<file path="src/rtl/squeeze_fifo_drain.sv">
// Purpose: pops the squeeze 3x3 / 1x1 FIFOs in lockstep and serialises each 96+96 bit pair into four 48-bit beats.
// Latency: pop to first beat is 2 cycles (standard-read FIFOs) or 1 cycle with SQZ_DRAIN_FWFT_EN defined (FWFT FIFOs).
// Backpressure: m_ready_i low holds the current beat stable in EMIT; no FIFO pop happens until all four beats leave.
module squeeze_fifo_drain (
  input  logic        clk_i,
  input  logic        rst_n_i,
  input  logic        start_i,
  input  logic [10:0] word_count_i,
  input  logic [95:0] fifo_squeeze_3x3_rd_data_i,
  output logic        fifo_squeeze_3x3_rd_en_o,
  input  logic        fifo_squeeze_3x3_empty_i,
  input  logic [95:0] fifo_squeeze_1x1_rd_data_i,
  output logic        fifo_squeeze_1x1_rd_en_o,
  input  logic        fifo_squeeze_1x1_empty_i,
  output logic [47:0] m_data_o,
  output logic        m_valid_o,
  output logic        m_last_o,
  input  logic        m_ready_i,
  output logic        busy_o,
  output logic        done_o
);

  typedef enum logic [1:0] {
    S_IDLE = 2'd0,
    S_WAIT = 2'd1,
    S_LOAD = 2'd2,
    S_EMIT = 2'd3
  } state_t;

  state_t      r_state;
  state_t      w_state_nxt;
  logic [10:0] r_cnt_max;
  logic [10:0] r_pair_cnt;
  logic [1:0]  r_beat;
  logic [95:0] r_buf3;
  logic [95:0] r_buf1;
  logic        r_done;

  logic        w_start_ok;
  logic        w_pop;
  logic        w_capture;
  logic        w_valid;
  logic        w_hs;
  logic        w_last_pair;
  logic        w_pair_end;
  logic        w_frame_end;
  logic [47:0] w_beat_dat;

  assign w_last_pair = (r_pair_cnt == r_cnt_max);
  assign w_pair_end  = w_hs && (r_beat == 2'd3);
  assign w_frame_end = w_pair_end && w_last_pair;

  // Next-state and combinational outputs; the pop depends only on state and both empties.
  always_comb begin
    w_state_nxt = r_state;
    w_start_ok  = 1'b0;
    w_pop       = 1'b0;
    w_capture   = 1'b0;
    w_valid     = 1'b0;
    w_hs        = 1'b0;
    case (r_state)
      S_IDLE: begin
        if (start_i) begin
          w_start_ok  = 1'b1;
          w_state_nxt = S_WAIT;
        end
      end
      S_WAIT: begin
        if (!fifo_squeeze_3x3_empty_i && !fifo_squeeze_1x1_empty_i) begin
          w_pop = 1'b1;
`ifdef SQZ_DRAIN_FWFT_EN
          // FWFT data is already on the bus, so capture with the pop and skip LOAD.
          w_capture   = 1'b1;
          w_state_nxt = S_EMIT;
`else
          w_state_nxt = S_LOAD;
`endif
        end
      end
`ifndef SQZ_DRAIN_FWFT_EN
      S_LOAD: begin
        // Standard-read FIFO data appears the cycle after the pop.
        w_capture   = 1'b1;
        w_state_nxt = S_EMIT;
      end
`endif
      S_EMIT: begin
        w_valid = 1'b1;
        w_hs    = m_ready_i;
        if (m_ready_i && (r_beat == 2'd3)) begin
          w_state_nxt = w_last_pair ? S_IDLE : S_WAIT;
        end
      end
      default: begin
        w_state_nxt = S_IDLE;
      end
    endcase
  end

  // State register.
  always_ff @(posedge clk_i or negedge rst_n_i) begin
    if (!rst_n_i) begin
      r_state <= S_IDLE;
    end else begin
      r_state <= w_state_nxt;
    end
  end

  // Frame length and pair counter; a start while busy never reaches here.
  always_ff @(posedge clk_i or negedge rst_n_i) begin
    if (!rst_n_i) begin
      r_cnt_max  <= 11'd0;
      r_pair_cnt <= 11'd0;
    end else if (w_start_ok) begin
      r_cnt_max  <= word_count_i;
      r_pair_cnt <= 11'd0;
    end else if (w_pair_end && !w_last_pair) begin
      r_pair_cnt <= r_pair_cnt + 11'd1;
    end
  end

  // Beat index: cleared at start and on every pair capture, steps on each handshake.
  always_ff @(posedge clk_i or negedge rst_n_i) begin
    if (!rst_n_i) begin
      r_beat <= 2'd0;
    end else if (w_start_ok || w_capture) begin
      r_beat <= 2'd0;
    end else if (w_hs) begin
      r_beat <= r_beat + 2'd1;
    end
  end

  // Pair buffers hold the popped words for the whole EMIT phase.
  always_ff @(posedge clk_i or negedge rst_n_i) begin
    if (!rst_n_i) begin
      r_buf3 <= 96'd0;
      r_buf1 <= 96'd0;
    end else if (w_capture) begin
      r_buf3 <= fifo_squeeze_3x3_rd_data_i;
      r_buf1 <= fifo_squeeze_1x1_rd_data_i;
    end
  end

  // Completion pulse lands the cycle after the final handshake, with the return to IDLE.
  always_ff @(posedge clk_i or negedge rst_n_i) begin
    if (!rst_n_i) begin
      r_done <= 1'b0;
    end else begin
      r_done <= w_frame_end;
    end
  end

  // Beat select: 3x3 lower, 3x3 upper, 1x1 lower, 1x1 upper.
  always_comb begin
    w_beat_dat = 48'd0;
    case (r_beat)
      2'd0:    w_beat_dat = r_buf3[47:0];
      2'd1:    w_beat_dat = r_buf3[95:48];
      2'd2:    w_beat_dat = r_buf1[47:0];
      default: w_beat_dat = r_buf1[95:48];
    endcase
  end

  assign fifo_squeeze_3x3_rd_en_o = w_pop;
  assign fifo_squeeze_1x1_rd_en_o = w_pop;
  assign m_valid_o                = w_valid;
  assign m_data_o                 = w_valid ? w_beat_dat : 48'd0;
  assign m_last_o                 = w_valid && (r_beat == 2'd3) && w_last_pair;
  assign busy_o                   = (r_state != S_IDLE);
  assign done_o                   = r_done;

endmodule

</file>
<file path="config.mk">
export PLATFORM = sky130hd
export DESIGN_NAME = squeeze_fifo_drain
export DESIGN_NICKNAME = d
export VERILOG_FILES = /design/src/rtl/squeeze_fifo_drain.sv
export SDC_FILE = /design/constraint.sdc
export NUM_CORES = 1
export LEC_CHECK = 0
export ABC_AREA = 0
export BUFFER_PORTS_ARGS = -buffer_cell sky130_fd_sc_hd__buf_2
export CAP_MARGIN = 20
export CORE_UTILIZATION = 57
export CTS_BUF_LIST = sky130_fd_sc_hd__clkbuf_4 sky130_fd_sc_hd__clkbuf_8 sky130_fd_sc_hd__clkbuf_16
export DETAILED_ROUTE_END_ITERATION = 6
export MAX_ROUTING_LAYER = met4
export PLACE_DENSITY = 0.87
export SYNTH_ARGS = -nofsm -noshare
export SYNTH_HDL_FRONTEND = slang
export SYNTH_SLANG_ARGS = --single-unit
export TNS_END_PERCENT = 1
</file>
<file path="constraint.sdc">
create_clock -name clk_i -period 4 [get_ports clk_i]
set_input_delay 0.2 -clock clk_i [delete_from_list [all_inputs] [get_ports clk_i]]
set_output_delay 0.2 -clock clk_i [all_outputs]
set_load 0.01 [all_outputs]
</file>
# After elaboration in Yosys (flattened, before gate mapping)
# Index checks and enable logic that the tools add are counted.
# op_classes
n_addsub,2
eq_ne,10
n_mux,18
reduce_logical,17
# ops
cell,n
$pmux 48 s3,1
$mux 48,1
$mux 11,2
$add 11x1->11 const B,1
$eq 11x11->1,1
$mux 2,5
$eq 2x2->1 const B,4
$mux 1,8
$pmux 2 s4,1
$logic_and 1x1->1,7
$ne 2x2->1 const B,3
$reduce_bool 2->1,3
$eq 2x1->1 const B,2
$logic_not 2->1,2
$logic_not 1->1,3
$reduce_and 3->1,1
$add 2x1->2 const B,1
$logic_or 1x1->1,1
# totals
reg_bits,219
in_bits,209
out_inout_bits,54
elab_cells,54

# Logic depth before layout (Yosys ltp)
# Gate-level depths: netlist (run 1).
# depth
depth_word,6
ltp_mapped,7
depth_no_buf,6

# Least setup slack after synthesis (run 1)
# OpenSTA, ideal clock, no wires.
# synth_timing
path_kind,register -> register
startpoint,register r_state[1]
endpoint,register r_pair_cnt[9]
setup_ps,78
arrival_ps,1875
t_required_ps,3922
setup_slack_ps,2047
stages_incl_launch_ff,8
path_buffers,1
synth_period_minus_slack_ps,1953
cell_sequence,dfrtp_1 > ha_1 > buf_2 > nand2_1 > nor3_1 > nand3_1 > or4_1 > a21oi_1
# synth_between
elab_chain_len,5
elab_cells_between_ends,8
cone_classes,eq/ne: 1; mux: 3; reduce/logical: 4
# synth_lines
element,line,text
from (decl),30,state_t r_state;
from (signal assigned),105,r_state <= w_state_nxt;
$eq 2x2->1,61,case (r_state)
$mux 1,61,
$logic_and 1x1->1,50,assign w_pair_end = w_hs && (r_beat == 2'd3);
$logic_and 1x1->1,117,end else if (w_pair_end && !w_last_pair) begin
$reduce_bool 2->1 (no source line),n/a,
to (signal assigned),118,r_pair_cnt <= r_pair_cnt + 11'd1;
to (decl),33,logic [10:0] r_pair_cnt;
# Parallel ways exist; a longest one is shown, timed or not.
# A chain may end at the register's enable or synchronous reset.

# Final worst setup path (run 1)
# layout_timing
startpoint,register r_beat[0]
endpoint,output m_data_o[4]
# layout_between
elab_chain_len,3
elab_cells_between_ends,5
cone_classes,eq/ne: 2; mux: 2; reduce/logical: 1
# layout_lines
element,line,text
from (decl),34,logic [1:0] r_beat;
from (signal assigned),129,r_beat <= r_beat + 2'd1;
"$eq 2x2->1, or another cell as far along",156,case (r_beat)
$pmux 48 s3 (*),156,
$mux 48 (*),167,assign m_data_o = w_valid ? w_beat_dat : 48'd0;
to (decl),15,"output logic [47:0] m_data_o,"
# Every way passes the cells marked *; elsewhere a longest branch is shown, timed or not.

==> results of run 1 <==
flip-flops by register name (all words and copies together), names as in the netlist:
| signal | flops |
|---|---|
| r_pair_cnt | 11 |
| r_buf1 | 96 |
| r_state | 2 |
| r_beat | 2 |
| r_buf3 | 96 |
| done_o | 1 |
| r_cnt_max | 11 |
per-layer routing:
metal | vias up | wire length, um | track usage, %
met2 | 567 | 17700 | 67.7
met1 | 4385 | 12000 | 44.9
met5 | - | 0 | -
li1 | 3778 | - | -
met3 | 138 | 2680 | 6.76
met4 | 0 | 1650 | 21.3
repair_timing:
action                    in CTS  in global routing
hold endpoints to repair     313                  0
resized for setup              0                  0
hold buffers                 204                  0
cell families after synthesis:
group / synth area share, %
AO/OA/AOI/OAI: 8.72
XOR/XNOR: 1.15
adder cells (fa/ha/maj): 1.39
buffers and inverters: 2.69
flip-flops: 55.3
multiplexers: 22.0
AND/OR/NAND/NOR: 8.69
report_power, final:
part | switching, W | leakage (nW) | internal [W]
registers | 0.000755 | 2.61 | 0.00332
logic | 0.00227 | 3.49 | 0.00236
clock network | 0.000922 | 0.418 | 0.00142
total | 0.00395 | 6.52 | 0.00709
through the flow:
stage / utilization [%] / cells
5_1_grt: 85.6 / 1481
3_5_place_dp: 68.3 / 1232
2_1_floorplan: - / 799
6_report: 85.6 / 1481
3_3_place_gp: 68.0 / 1230
4_1_cts: 85.5 / 1477
layout make-up:
class	instances	area, sq um	share of cell area [%]
flip-flops and latches	219	5480	38.2
multi-input cells	515	4180	29.2
repair buffers	478	3550	24.8
clock buffers	35	744	5.19
well taps	220	275	1.92
clock inverters	6	86.3	0.602
inverters	5	18.8	0.131
diodes	3	7.51	0.0523
worst min-delay path, cell delays in order:
cell     delay (ns)
buf_2          0.13
nand3_1        0.14
nor2_1         0.06
cells in the final DEF (no fill, tap or decap), types with 2 or more instances in the layout:
cell           netlist  final
xnor2_1              2      2
or4_1                3      3
bufinv_16            0      2
buf_16               0      2
buf_2                3    261
ha_2                 0      5
a31oi_1              2      2
buf_4                1      5
clkbuf_4             0      3
nand3_1              7      7
nor4_1               2      2
dlygate4sd3_1        0    204
dfrtp_1            219    219
clkbuf_16            0     25
mux2_2             193    193
nand2_1             93     93
ha_1                11      5
clkbuf_8             0      8
a222oi_1            48     48
buf_12               0      5
diode_2              0      3
o21ai_0             54     54
o211ai_1             3      3
inv_1                5      5
xor2_1              11     11
and3_1               6      6
or3_1                5      5
and2_1              50     50
clkinv_2             0      3
nor3_1               4      4
nand4_1              2      2
a21oi_1              8      8
nor2_1               3      3
final timing paths:
kind | endpoint | slack (ns) | cells past startpoint
min in group asynchronous | r_buf1[13] | 0.34 | 2
hold reg to reg | r_cnt_max[6] | 0.51 | 2
hold / removal | done_o | 0.07 | 3
max in group asynchronous | r_buf1[24] | 2.73 | 3
setup reg to reg | r_pair_cnt[9] | 1.40 | 6
setup / recovery | m_data_o[4] | 1.04 | 7
==> results by group, run 1 <==
Logic synthesis
  – Synth cell types: 34
  – Top-count cell post-synth: dfrtp_1
  – Yosys warns: 0
  – Post-synth top area share: 55.3%
  – Async S/R FF share, synth: 100%
  – Sequential fraction of the synthesis area: 55.3%
  – EDFF count, synth: 0
  – Synthesized area per cell: 12.4 sq um
  – Synth area leader: dfrtp_1
  – Register bit count reported by yosys: 219
  – Post-Syn Area: 9910 sq um
  – Ys flop type: dfrtp_1
  – Syn Inst Count: 799
  – Synth cell count leaders: 219 x dfrtp_1, 193 x mux2_2, 93 x nand2_1
  – Mapped Nets: 1019
  – Dominant cells by area after synthesis: dfrtp_1 55%, mux2_2 22%, a222oi_1 4.9%

Global route
  – Grt ovf: 0
  – Initial antenna violation count: 3
  – Total GRT Usage: 39.8%
  – Vias in the first global route: 9810
  – First-pass GRT wire length: 52.5 mm
  – Largest net degree at the start of global routing: 113

Route
  – DRT Pass-1 Iters: 7
  – DRT Wirelength: 34.0 mm
  – Routed length per instance: 23.0 um
  – Detailed-route vias per instance: 5.99
  – Initial drt markers: 950
  – DR vias: 8868
  – Residual DRC count: 17
  – Detail Route Antenna Nets: 0

Worst setup path
  – Worst endpoint required time: 3.80 ns
  – Worst setup EP type: primary output
  – Critical Path Start: r_beat[0]
  – Slowest cell on the critical path: a222oi_1
  – Peak per-stage delay on the critical path: 0.54 ns
  – Max Fanout on Critical Path: 25
  – Critical path buffers and inverters: 3
  – Crit Path Class: reg2out
  – R2R Path Start: r_state[1]
  – Cell family with most CP delay: compound AO/OA/AOI/OAI gates
  – Worst setup SP type: flop
  – CP arrival: 2.76 ns
  – CP cell instances: inv_1, ha_2, buf_16, a222oi_1, o21ai_0, and2_1, buf_2

Pwr
  – Cell Pwr Density: 769 nW/um^2
  – Overall power: 0.0110 W
  – Leakage power: 6.52 nW
  – Peak supply drop: 0.000484 V

Timing
  – FMAX: 338 MHz
  – Setup violations, final: 0
  – Worst Tran Pin Value: 0.962 ns
  – Worst Skew: 0.0106 ns
  – Fin Hold WS: 0.0743 ns
  – Final TNS setup: 0 ns
  – Post-route setup slack: 1.04 ns
  – Final period util: 74.0%
  – RSZ-0062 raised after global routing: false
  – Slew margin rel.: 35.9%
  – Fin. Hold Viols: 0
  – Slew Limit Fails: 0
  – Shortest period the worst path allows: 2.96 ns

Clock network
  – CTS Sinks: 219
  – Root Driver: clkbuf_16
  – Num CTS Buffers: 24
  – CTS tree: built
  – Post CTS Setup Buffer Count: 0
  – Worst-path clk slew: 0.06 ns
  – H-tree Lvls: 1
  – Clock Path Buffers: 3
  – Clk Latency, worst-skew pair: 0.51 ns

Die
  – Initial Util: 59.1%
  – Core ar.: 16800 sq um
  – Placement Rows: 47
  – DIE HEIGHT: 134 um
  – Die Wd: 134 um
  – Die area: 17900 sq um
  – Top Ports: 263

Layout
  – Layout area overhead: 44.9%
  – Layout cell share with drive strength beyond 1: 40.9%
  – Filler cells: 766
  – Final net count: 1463
  – Design Area, Final: 14400 sq um

Status
  – Status: finished with violations
  – Failing checks: DRC

Placement
  – Pre-CTS WS: 1.42 ns
  – Placement Cell Area: 11500 sq um
  – PortBufs: 262
  – GPL Wtd Cong: 0.885
  – Hpwl dp: 16.6 mm

Job
  – Maxcap violations: 0

Hold path
  – Hold Startpoint: m_ready_i
  – Min-delay worst type: in2reg
Note: power is estimated with default switching activity, not from simulation.
==> inputs of run 2 (changes only) <==
Settings changed: CORE_UTILIZATION 57 to 53, PLACE_DENSITY 0.87 to 0.82.
Clock period 4 ns to 2.95 ns, I/O delays scaled along.
==> run 2 against run 1 <==
The flow still finishes with violations (DRC). Count of clock-buffer cells in the layout is the same. Sequential power grew 33%. Wire length shrank 8.4%. Utilization shrank 7.0 points. Clock power grew 23%. Clock skew is essentially flat. Setup slack lost 0.92 ns. Sequential share of layout area grew 0.20 points. Design area shrank 0.52%.
==> results by group, run 2 (synthesized netlist as in run 1, its figures left out) <==
Placement
  – Hpwl dp: 15.7 mm
  – Pre-CTS WS: 0.699 ns
  – PortBufs: 262
  – GPL Wtd Cong: 0.840

Route
  – DRT Pass-1 Iters: 7
  – Routed length per instance: 21.0 um
  – DR vias: 8695
  – DRT Wirelength: 31.2 mm
  – Detail Route Antenna Nets: 0
  – Detailed-route vias per instance: 5.86
  – Initial drt markers: 741
  – Residual DRC count: 15

Clock network
  – Worst-path clk slew: 0.06 ns
  – CTS tree: built
  – Clk Latency, worst-skew pair: 0.50 ns
  – Num CTS Buffers: 24
  – Gates resized, CTS repair: 0
  – Clock Path Buffers: 3
  – CTS Sinks: 219
  – H-tree Lvls: 1
  – Root Driver: clkbuf_16

Timing
  – Final period util: 95.9%
  – Worst Tran Pin Value: 0.888 ns
  – Fin. Hold Viols: 0
  – RSZ-0062 raised after global routing: false
  – Setup violations, final: 0
  – Slew Limit Fails: 0
  – Final TNS setup: 0 ns
  – Shortest period the worst path allows: 2.83 ns
  – Slew margin rel.: 40.8%
  – Worst Skew: 0.0109 ns
  – FMAX: 353 MHz
  – Post-route setup slack: 0.120 ns

Layout
  – Layout cell share with drive strength beyond 1: 40.6%
  – Most common cell after layout, fill and taps aside: buf_2
  – Layout Utilization: 78.7%
  – Commonest non-fill, non-tap cells in the layout: 261 x buf_2, 219 x dfrtp_1, 205 x dlygate4sd3_1, 193 x mux2_2, 93 x nand2_1
  – Final net count: 1464
  – Layout area overhead: 44.1%
  – Top Registers: r_buf1 x96, r_buf3 x96

Hold path
  – WHS Path Cells: 3
  – Min-delay worst type: in2reg

Die
  – Core ar.: 18100 sq um
  – Initial Util: 54.6%
  – Die area: 19200 sq um
  – DIE HEIGHT: 139 um
  – Die Wd: 139 um
  – Placement Rows: 49
  – Top Ports: 263

Global route
  – Initial antenna violation count: 1
  – Total GRT Usage: 34.0%
  – Largest net degree at the start of global routing: 90
  – First-pass GRT wire length: 49.8 mm
  – Grt ovf: 0
  – Vias in the first global route: 9574

Pwr
  – Cell Pwr Density: 1000 nW/um^2
  – Leakage power: 6.48 nW
  – Peak supply drop: 0.000699 V

Worst setup path
  – Register-to-Register Path Depth: 5
  – R2r setup slk: 0.68 ns
  – Worst endpoint required time: 2.80 ns
  – Worst setup SP type: flop
  – Max Fanout on Critical Path: 18
  – Crit Path Class: reg2out
  – Worst setup EP type: primary output
  – CP arrival: 2.68 ns

Status
  – Failing checks: DRC
  – Status: finished with violations

Job
  – Maxcap violations: 0
==> run 2: changes by cell type in the layout (fill, tap and decap cells not counted), sizes merged <==
cell,before,now
buf,273,274
clkinv,3,0
clkbuf,36,35
bufinv,2,0
dlygate4sd3,204,205
diode,3,1
==> run 2: path summary, 6_finish.rpt <==
path,to,from
max,m_last_o,r_pair_cnt[5]
min,r_state[1],start_i
max reg2reg,r_pair_cnt[0],r_pair_cnt[5]
min reg2reg,r_cnt_max[6],r_cnt_max[6]
max in group asynchronous,r_pair_cnt[1],rst_n_i
min in group asynchronous,r_cnt_max[8],rst_n_i
==> run 2: per-stage QoR <==
step	hold slack [ns]	total power (W)	cells	cell area (sq um)
final	0.137	0.0143	1484	14300
after global routing	0.147	0.0150	1484	14300
after CTS	0.113	0.0140	1483	14300
after detailed placement	0.206	0.0108	1242	11500
after global placement	0.201	0.0106	1242	11500
after floorplan	-0.148	0.00913	799	9910
==> run 2: final cells by class <==
cell class / instances / area [sq um]
Clock inverter: 1 / 8.76
Antenna cell: 1 / 2.50
Fill cell: 1039 / 3870
Inverter: 5 / 18.8
Sequential cell: 219 / 5480
Multi-Input combinational cell: 515 / 4180
Clock buffer: 35 / 732
Tap cell: 229 / 287
Timing Repair Buffer: 479 / 3560
==> run 2: worst max-delay path, stage by stage, from the launching register on <==
cell	delay, ns
dfrtp_1	0.44
xor2_1	0.17
nor4_1	0.57
and3_1	0.63
and3_1	0.24
buf_2	0.13
==> run 2: layer usage <==
| layer | track usage [%] | routed length, um | part of all wire [%] |
|---|---|---|---|
| met5 | - | 0 | 0 |
| met4 | 18.4 | 1520 | 4.9 |
| met3 | 5.42 | 2150 | 6.9 |
| met2 | 59.4 | 16400 | 52 |
| met1 | 37.5 | 11100 | 36 |
==> run 2: where the power goes <==
group	switching [W]	internal, W	leakage [nW]
Sequential	0.000937	0.00450	2.61
Clock	0.00117	0.00170	0.372
Combinational	0.00287	0.00315	3.49
Total	0.00498	0.00934	6.48
==> run 2: what timing repair did <==
item,in CTS,in global routing
endpoints found under the hold margin,286,0
buffers inserted,0,0
hold buffers,205,0
==> inputs of run 3 (changes only) <==
Settings changed: MAX_ROUTING_LAYER met4 to unset, REMOVE_ABC_BUFFERS set to 1.
==> run 3 against run 2 <==
Maximum frequency fell by 2.2%. Worst hold slack got worse by 0.091 ns. Critical path depth rose by 2. Clock skew fell by 0.0016 ns. Design area rose by 0.82%. The run still ends with DRC left. Critical endpoint is now m_data_o[16]. Sequential share of layout area fell by 0.30 points.
==> results by group, run 3 (synthesized netlist as in run 1, its figures left out) <==
Global route
  – Total GRT Usage: 34.0%
  – Initial antenna violation count: 4
  – Vias in the first global route: 9491
  – First-pass GRT wire length: 51.1 mm
  – Grt ovf: 0
  – Largest net degree at the start of global routing: 98

Worst setup path
  – Register-to-Register Path Depth: 5
  – Worst setup SP type: flop
  – Worst endpoint required time: 2.80 ns
  – Max Fanout on Critical Path: 38
  – Worst setup EP type: primary output
  – Crit Path Class: reg2out
  – CP arrival: 2.75 ns

Layout
  – Area of the multi-input gates: 4200 sq um
  – Layout Utilization: 79.3%
  – Top Registers: r_buf1 x96, r_buf3 x96
  – Most common cell after layout, fill and taps aside: buf_2
  – Layout cell share with drive strength beyond 1: 41.1%
  – Commonest non-fill, non-tap cells in the layout: 261 x buf_2, 218 x dfrtp_1, 204 x dlygate4sd3_1, 193 x mux2_2, 93 x nand2_1
  – Final net count: 1465
  – Register area: 5480 sq um
  – Filler cells: 975
  – Layout area overhead: 45.3%
  – Design Area, Final: 14400 sq um

Placement
  – Hpwl dp: 16.4 mm
  – PortBufs: 262
  – GPL Wtd Cong: 0.825
  – Pre-CTS WS: 0.722 ns
  – Placement Cell Area: 11500 sq um

Die
  – Die area: 19200 sq um
  – Die Wd: 139 um
  – DIE HEIGHT: 139 um
  – Placement Rows: 49
  – Core ar.: 18100 sq um
  – Top Ports: 263
  – Initial Util: 54.6%

Timing
  – Slew margin rel.: 42.2%
  – FMAX: 346 MHz
  – Final period util: 98.1%
  – RSZ-0062 raised after global routing: false
  – Slew Limit Fails: 0
  – Worst Tran Pin Value: 0.868 ns
  – Shortest period the worst path allows: 2.89 ns
  – Final TNS setup: 0 ns
  – Worst Skew: 0.00933 ns
  – Setup violations, final: 0
  – Fin. Hold Viols: 0
  – Post-route setup slack: 0.0564 ns

Route
  – Detail Route Antenna Nets: 0
  – DR vias: 8797
  – DRT Wirelength: 32.5 mm
  – Detailed-route vias per instance: 5.89
  – Residual DRC count: 20
  – Routed length per instance: 21.7 um
  – DRT Pass-1 Iters: 7
  – Initial drt markers: 843

Clock network
  – H-tree Lvls: 1
  – Root Driver: clkbuf_16
  – Num CTS Buffers: 23
  – Post CTS Setup Buffer Count: 0
  – Clk Latency, worst-skew pair: 0.50 ns
  – CTS tree: built
  – Worst-path clk slew: 0.07 ns
  – Clock Path Buffers: 3
  – CTS Sinks: 219

Hold path
  – Min-delay worst type: in2reg
  – WHS Path Cells: 3

Status
  – Failing checks: DRC
  – Status: finished with violations

Pwr
  – Peak supply drop: 0.000613 V
  – Cell Pwr Density: 1030 nW/um^2
  – Leakage power: 6.53 nW
  – Overall power: 0.0148 W

Job
  – Maxcap violations: 0
[run 3: repair_timing]
action / in CTS / in global routing
setup endpoints to repair: 0 / 1
hold endpoints to repair: 298 / 0
resized for setup: 0 / 2
hold buffers: 204 / 0
[run 3: cell type report]
type / count / area share [%]
antenna: 4 / 0.0695
clock buffer: 30 / 4.58
clock inverter: 11 / 1.10
inverter: 5 / 0.130
multi-input combinational: 515 / 29.2
sequential: 219 / 38.1
tap: 229 / 1.99
timing repair buffer: 481 / 24.8
[run 3: worst paths after layout]
kind | startpoint | to | slack, ns
min | m_ready_i | done_o | 0.05
max | r_beat[1] | m_data_o[16] | 0.06
min in group asynchronous | rst_n_i | r_buf1[81] | 0.23
max reg2reg | r_pair_cnt[5] | r_pair_cnt[8] | 0.68
max in group asynchronous | rst_n_i | r_buf1[92] | 1.80
min reg2reg | r_buf1[48] | r_buf1[48] | 0.51
[run 3: critical path, stage by stage (launching register included)]
cell      delay (ns)
dfrtp_1         0.45
inv_1           0.12
ha_2            0.30
buf_12          0.23
a222oi_1        0.55
o21ai_0         0.21
and2_1          0.23
buf_2           0.14
[run 3: through the flow]
stage               hold WS, ns  std cells
floorplan                -0.148        739
global placement          0.241       1245
detailed placement        0.232       1245
CTS                      0.0230       1490
global route             0.0847       1494
finish                   0.0464       1494
[run 3: power breakdown]
group	switching, W	total, W	internal [W]
Combinational	0.00299	0.00618	0.00319
Sequential	0.000972	0.00547	0.00450
Clock	0.00121	0.00313	0.00192
[run 3: routing by layer]
metal,wire length (um),up-vias,track usage [%],part of all wire [%]
li1,-,3800,-,-
met1,11900,4374,38.5,37
met2,16900,497,61.7,52
met3,2090,126,5.77,6.4
met4,1640,0,18.1,5.1
met5,0,-,0,0
